<file path="config.mk">
export PLATFORM = sky130hd
export DESIGN_NAME = shift_add_mult_seq
export DESIGN_NICKNAME = d
export VERILOG_FILES = /design/src/rtl/shift_add_mult_seq.sv
export SDC_FILE = /design/constraint.sdc
export NUM_CORES = 1
export LEC_CHECK = 0
export ABC_AREA = 1
export CORE_AREA = 5 5 53 55
export CTS_BUF_LIST = sky130_fd_sc_hd__clkbuf_2 sky130_fd_sc_hd__clkbuf_4 sky130_fd_sc_hd__clkbuf_8
export DETAILED_ROUTE_END_ITERATION = 10
export DIE_AREA = 0 0 58 60
export GPL_ROUTABILITY_DRIVEN = 0
export PLACE_DENSITY = 0.81
export SYNTH_ARGS = -nofsm -noshare
export SYNTH_HDL_FRONTEND = slang
export SYNTH_SLANG_ARGS = --single-unit
</file>
<file path="constraint.sdc">
create_clock -name clock -period 4.2 [get_ports clock]
set_input_delay 0.42 -clock clock [delete_from_list [all_inputs] [get_ports clock]]
set_output_delay 0.42 -clock clock [all_outputs]
set_load 0.02 [all_outputs]
</file>
<file path="src/rtl/shift_add_mult_seq.sv">
// Iterative shift-and-add multiplier: one WIDTH-bit adder row reused over WIDTH cycles.
// Latency: accept at edge t, io_out_valid rises after edge t+WIDTH; one op per WIDTH+2 cycles.
// Backpressure: io_in_ready low while busy; the product is held in DONE until io_out_ready.
//
// Ports:
//   clock, reset        rising-edge clock, synchronous active-high reset
//   io_in_valid/ready   operand handshake (io_in_a multiplicand, io_in_b multiplier)
//   io_out_valid/ready  result handshake (io_out_result = io_in_a * io_in_b, 2*WIDTH bits)
//   io_busy             high while an operation is running or waiting to be taken
module shift_add_mult_seq #(
  parameter int WIDTH = 4
) (
  input  logic                 clock,
  input  logic                 reset,
  input  logic                 io_in_valid,
  output logic                 io_in_ready,
  input  logic [WIDTH-1:0]     io_in_a,
  input  logic [WIDTH-1:0]     io_in_b,
  output logic                 io_out_valid,
  input  logic                 io_out_ready,
  output logic [2*WIDTH-1:0]   io_out_result,
  output logic                 io_busy
);

  localparam int CW = $clog2(WIDTH + 1);

  localparam logic [1:0] ST_IDLE = 2'd0;
  localparam logic [1:0] ST_RUN  = 2'd1;
  localparam logic [1:0] ST_DONE = 2'd2;

  localparam logic [CW-1:0] CNT_LAST = CW'(WIDTH - 1);
  localparam logic [CW-1:0] CNT_ONE  = CW'(1);

  logic [1:0]         state;
  logic [WIDTH-1:0]   a_q;
  // p_q holds the partial product in its upper half and the not-yet-consumed
  // multiplier bits in its lower half; both shift right together each step.
  logic [2*WIDTH-1:0] p_q;
  logic [CW-1:0]      cnt;

  logic [WIDTH:0]     sum;
  logic               accept;

  // One adder row: upper half of P plus the multiplicand gated by the current
  // multiplier bit. The carry is kept and becomes the new MSB of P.
  always_comb begin
    sum = {1'b0, p_q[2*WIDTH-1:WIDTH]} + (p_q[0] ? {1'b0, a_q} : '0);
  end

  assign io_in_ready   = (state == ST_IDLE) & ~reset;
  assign io_out_valid  = (state == ST_DONE);
  assign io_busy       = (state != ST_IDLE);
  assign io_out_result = p_q;

  assign accept = io_in_valid & io_in_ready;

  always_ff @(posedge clock) begin
    if (reset) begin
      state <= ST_IDLE;
      a_q   <= '0;
      p_q   <= '0;
      cnt   <= '0;
    end else begin
      case (state)
        ST_IDLE: begin
          // Operands are sampled only here; P keeps the last product otherwise.
          if (accept) begin
            a_q   <= io_in_a;
            p_q   <= {{WIDTH{1'b0}}, io_in_b};
            cnt   <= '0;
            state <= ST_RUN;
          end
        end
        ST_RUN: begin
          // Fixed latency: always WIDTH steps, even for zero operands.
          p_q <= {sum, p_q[WIDTH-1:1]};
          cnt <= cnt + CNT_ONE;
          if (cnt == CNT_LAST) begin
            state <= ST_DONE;
          end
        end
        ST_DONE: begin
          if (io_out_ready) begin
            state <= ST_IDLE;
          end
        end
        default: begin
          state <= ST_IDLE;
        end
      endcase
    end
  end

endmodule
</file>
* Yosys cells after proc, flatten, opt, wreduce, memory -nomap -nowiden *
Cells that the tools add are included.

storage, ports and cells
  bits of input ports = 12
  register bits = 17
  logic and storage cells = 30
  output and inout bits = 11

cells by class
  multiplexer cells = 9
  add/subtract/negate cells = 2
  equality and inequality tests = 6
  bitwise logic cells = 3
  reductions and logical operators = 6

operators with widths
  operator             count
  $pmux 8 s2           1
  $mux 8               1
  $mux 2               3
  $pmux 2 s3           1
  $pmux 3 s2           1
  $add 4x4->5          1
  $mux 4               1
  $ne 2x2->1 const B   2
  $reduce_and 2->1     2
  $reduce_bool 2->1    2
  $add 3x1->3 const B  1
  $eq 3x2->1 const B   1
  $mux 3               1
  $reduce_and 3->1     1
  $and 1x1->1          2
  $eq 2x1->1 const B   1
  $eq 2x2->1 const B   1
  $logic_not 2->1      1
  $ne 2x1->1 const B   1
  $not 1->1            1

* Depth between registers and ports, before layout *
  word-level depth = 5
  mapped depth = 8
  mapped depth without buffers = 8

* Worst setup path before layout *
Ideal clock, no wire load.

  path kind = register to register
  start = register p_q[0], in the netlist io_out_result[0]
  end = register p_q[4], in the netlist io_out_result[4]
  clock period less this slack = 1.632 ns
  path buffers = 0
  required time = 4.134 ns
  path slack = 2.568 ns
  arrival time = 1.566 ns
  cell stages (with the launch flop) = 8
  setup time = 0.066 ns
  path through = dfxtp_1 -> nand2_1 -> inv_1 -> ha_1 -> inv_1 -> fa_1 -> or2_1 -> a21oi_2

between the ends
  word-level cells in the longest chain between the ends = 3

ends and longest elaborated chain
  element                 RTL line  RTL
  from (decl)             38        logic [2*WIDTH-1:0] p_q;
  from (signal assigned)  69        p_q <= {{WIDTH{1'b0}}, io_in_b};
  from (signal assigned)  76        p_q <= {sum, p_q[WIDTH-1:1]};
  $mux 4                  47        sum = {1'b0, p_q[2*WIDTH-1:WIDTH]} + (p_q[0] ? {1'b0, a_q} : '0);
  $add 4x4->5             47
  $pmux 8 s2              64        case (state)

No other way between the ends.
A chain may end at the register's enable or synchronous reset.

* Worst setup path in the final report *
  start = input reset
  end = output io_in_ready

between the ends
  word-level cells in the longest chain between the ends = 2

ends and longest elaborated chain
  element      RTL line  RTL
  from (decl)  14        input logic reset,
  $not 1->1    50        assign io_in_ready = (state == ST_IDLE) & ~reset;
  $and 1x1->1  50
  to (decl)    16        output logic io_in_ready,

No other way between the ends.

==> impl_results.md <==
- Outcome: complete, no violations
- Initial Utilization: 0.411
- Total grt overflow: 0
- Met2 Track Usage GR: 0.255
- CTS tree: done
- Worst hold path class: reg -> reg
- Ranking of synthesized cells by area: dfxtp_1 35%, nand2_1 11%, ha_1 7.8%, nand3_1 6.8%, nand3_2 5.2%
- Die footprint: between 3000 and 4000 sq um
- Maximum vdd ir drop: ~0.26 mV
- M3 GR Usage: 0.0302
- Post-CTS setup buffers: 0
- Area occupied by multi-input gates: 537 sq um
- Die span in y: ~60 um
- Post-synth EDFFs: 0
- Max Cap Violations: 0
- IO Pins: 23
- Final setup fails: 0
- RSZ-0062 raised after global routing: false
- Core ar.: 2340 sq um
- Fillers: approximately 240
- Layout area overhead: 26.5%
- Seq/Total Area, Yosys: 0.353
- CTS Hold Bufs: 0
- CP endpoint: io_in_ready
- Worst Max-Slew Pin Slew: 0.600 ns
- Worst clock skew: between 0.0015 and 0.002 ns
- Post-synth net total: 141
- Worst-skew pair later-pin latency: around 0.29 ns
- Die W: around 58 um
- Main flop type after synthesis: dfxtp_1
- Mapped Area: 963 sq um
- Placed Instance Area: ~1200 sq um
- Number of global-route vias before repair: between 800 and 900
- Vias post-DR: 869
- Required time at the worst-slack endpoint: 3.78 ns
- Pin count of the biggest net entering global routing: 16
- Post-synthesis instance total: roughly 120
- Slew HR: 0.599
- Clock transition at path regs: 0.10 ns
- R2R setup slack: 2.52 ns
- Pwr per Cell Area: ~300 nW/um^2
- Final instance area: between 1000 and 1500 sq um
- Register area: 340 sq um
- Final TNS setup: 0 ns
- Async SR Flop Fraction: 0
- Worst stage delay on the critical path: 0.71 ns
- Worst setup startpoint: reset
- CP Buf/Inv Count: 2
- Vias/cell: 4.97
- Seq cells post-synth: 17
- Root Driver: clkbuf_4
- CP arrival: between 2 and 2.5 ns
- Total CTS buffers: 3
- Crit path max fanout: 10
- Critical path type: in -> out
- FF-to-FF Start: io_out_result[0]
- Htree depth: 1
- Syn_area_per_cell: a little under 8 sq um
- Overall Global Routing Usage: 0.133
- Gr busiest metal: met2
- Synth Warn #: 0
- Port bufs: 22
- Row count: 18
- Final-report hold violation count: 0
- Leak Pwr: about 0.53 nW
- Crit path cell chain: clkdlybuf4s50_1, nor2_8, clkdlybuf4s50_1
- Clock Tree Buf Depth: 2
- Worst path slowest cell: clkdlybuf4s50_1
- Total detailed-routing wirelength: ~2000 um
- DR WL/cell: 11.5 um
- Hpwl dp: about 1600 um
- Final slew viol count: 0
- F_max: slightly above 0.4 GHz
- Area share of the largest cell type after synthesis: 0.353
- CTS resizes: 0
- Crit Reg-Reg Endpoint: io_out_result[7]
- # clock sinks: 17
- Post-DRT Antenna Nets: 0
- Synth cell types: 21
- Worst path top cell family by delay: buffers and inverters
- DRT Pass-1 Iters: 4
- Fin nets: 165
- Period minus WS final: approximately 2.5 ns
- First-pass GRT wire length: approximately 3600 um
- WP depth: 3
- Area leader, netlist: dfxtp_1
- Share of layout cells above drive strength 1: 0.166
- Most used cell, CP: clkdlybuf4s50_1
- Period Utilization, post-route: 0.585
- Startpoint Class: primary input
- DRC violations left: 0
- Number of diodes: 0
- Starting DRC count in detailed routing: 8
- Initial antenna violation count: 0
- FF-to-FF path depth: 8
- M1 GR Usage: 0.139
- CP endpoint kind: output port
==> where the power goes <==
part / total [mW] / switching (mW) / internal (mW)
registers: 0.183 / 0.00975 / 0.173
logic: 0.0909 / 0.0523 / 0.0386
clock network: 0.0884 / 0.0529 / 0.0355
total: 0.362 / 0.115 / 0.247
==> worst min-delay path by stage <==
| stage | from | endpoint | depth (start not counted) |
|---|---|---|---|
| after CTS | cnt[0] | cnt[0] | 1 |
| after detailed placement | cnt[0] | cnt[0] | 1 |
| after floorplan | cnt[0] | cnt[0] | 1 |
| final | cnt[0] | cnt[0] | 1 |
| after global routing | cnt[0] | cnt[0] | 1 |
| after global placement | cnt[0] | cnt[0] | 1 |
==> metal layers <==
metal	vias up	wire (um)	part of all wire
met4	0	23	0.011
met5	-	0	0
met2	19	1060	0.52
met3	4	107	0.053
met1	405	833	0.41
li1	441	-	-
==> sequential cells by signal, indices dropped and copies added (netlist names) <==
register / cells
io_out_result: 8
state: 2
cnt: 3
a_q: 4
==> per-stage QoR <==
step | instances | util | hold slack, ns | setup slack, ns | total power [mW]
final | 175 | 0.520 | 0.469 | 1.74 | 0.362
after CTS | 175 | 0.520 | 0.477 | 1.72 | 0.366
after global routing | 175 | 0.520 | 0.513 | 1.65 | 0.383
after detailed placement | 171 | 0.509 | 0.463 | 1.72 | 0.278
after global placement | 171 | 0.509 | 0.453 | 1.75 | 0.275
after floorplan | 122 | - | 0.432 | 2.57 | 0.245
==> layout make-up <==
| type | instances | share of cell area |
|---|---|---|
| inverter | 15 | 0.0462 |
| clock buffer | 3 | 0.0185 |
| timing repair buffer | 22 | 0.181 |
| clock inverter | 1 | 0.00411 |
| sequential | 17 | 0.279 |
| multi-input combinational | 87 | 0.440 |
| tap | 30 | 0.0308 |
==> synth_stat cells, types with 2 or more instances <==
library cell / n
o21ai_1: 4
o21ai_0: 2
nand2_1: 28
a21oi_1: 5
nand3_2: 5
inv_1: 10
a21oi_2: 5
nand2_4: 3
nand3_1: 13
buf_6: 2
nor2_1: 9
or2_1: 2
inv_2: 5
ha_1: 6
dfxtp_1: 17
==> worst reg2reg max path, cell delays in order (launching register included) <==
cell     delay [ns]
dfxtp_1        0.43
nand2_1        0.07
inv_1          0.06
ha_1           0.17
inv_1          0.06
fa_1           0.40
o21ai_0        0.21
nand2_1        0.09
a21oi_2        0.12
==> placed cells by master, fill, tap and decap left out <==
master           Yosys  routed
nor2_8               1       1
inv_1               10      10
o31ai_1              1       1
a21oi_2              5       5
ha_1                 6       6
nand2_1             28      28
nand2_4              3       3
or2_1                2       2
inv_2                5       5
clkdlybuf4s50_1      0      22
nand3_1             13      13
o21ai_0              2       2
xnor2_1              1       1
clkinv_2             0       1
fa_1                 1       1
clkbuf_4             0       3
dfxtp_1             17      17
a21oi_1              5       5
nor2_1               9       9
o21ai_1              4       4
nand2_2              1       1
nand3_2              5       5
==> logic make-up (layout without fill, tap and decap cells) <==
kind of cell    after synthesis  after routing  share of synthesized area
flops                        17             17                      0.353
simple gates                 62             62                      0.339
fa+ha+maj                     7              7                     0.0987
xor+xnor                      1              1                    0.00909
buf+inv                      18             41                     0.0896
compound gates               17             17                      0.110
(Power assumes the default switching activity.)
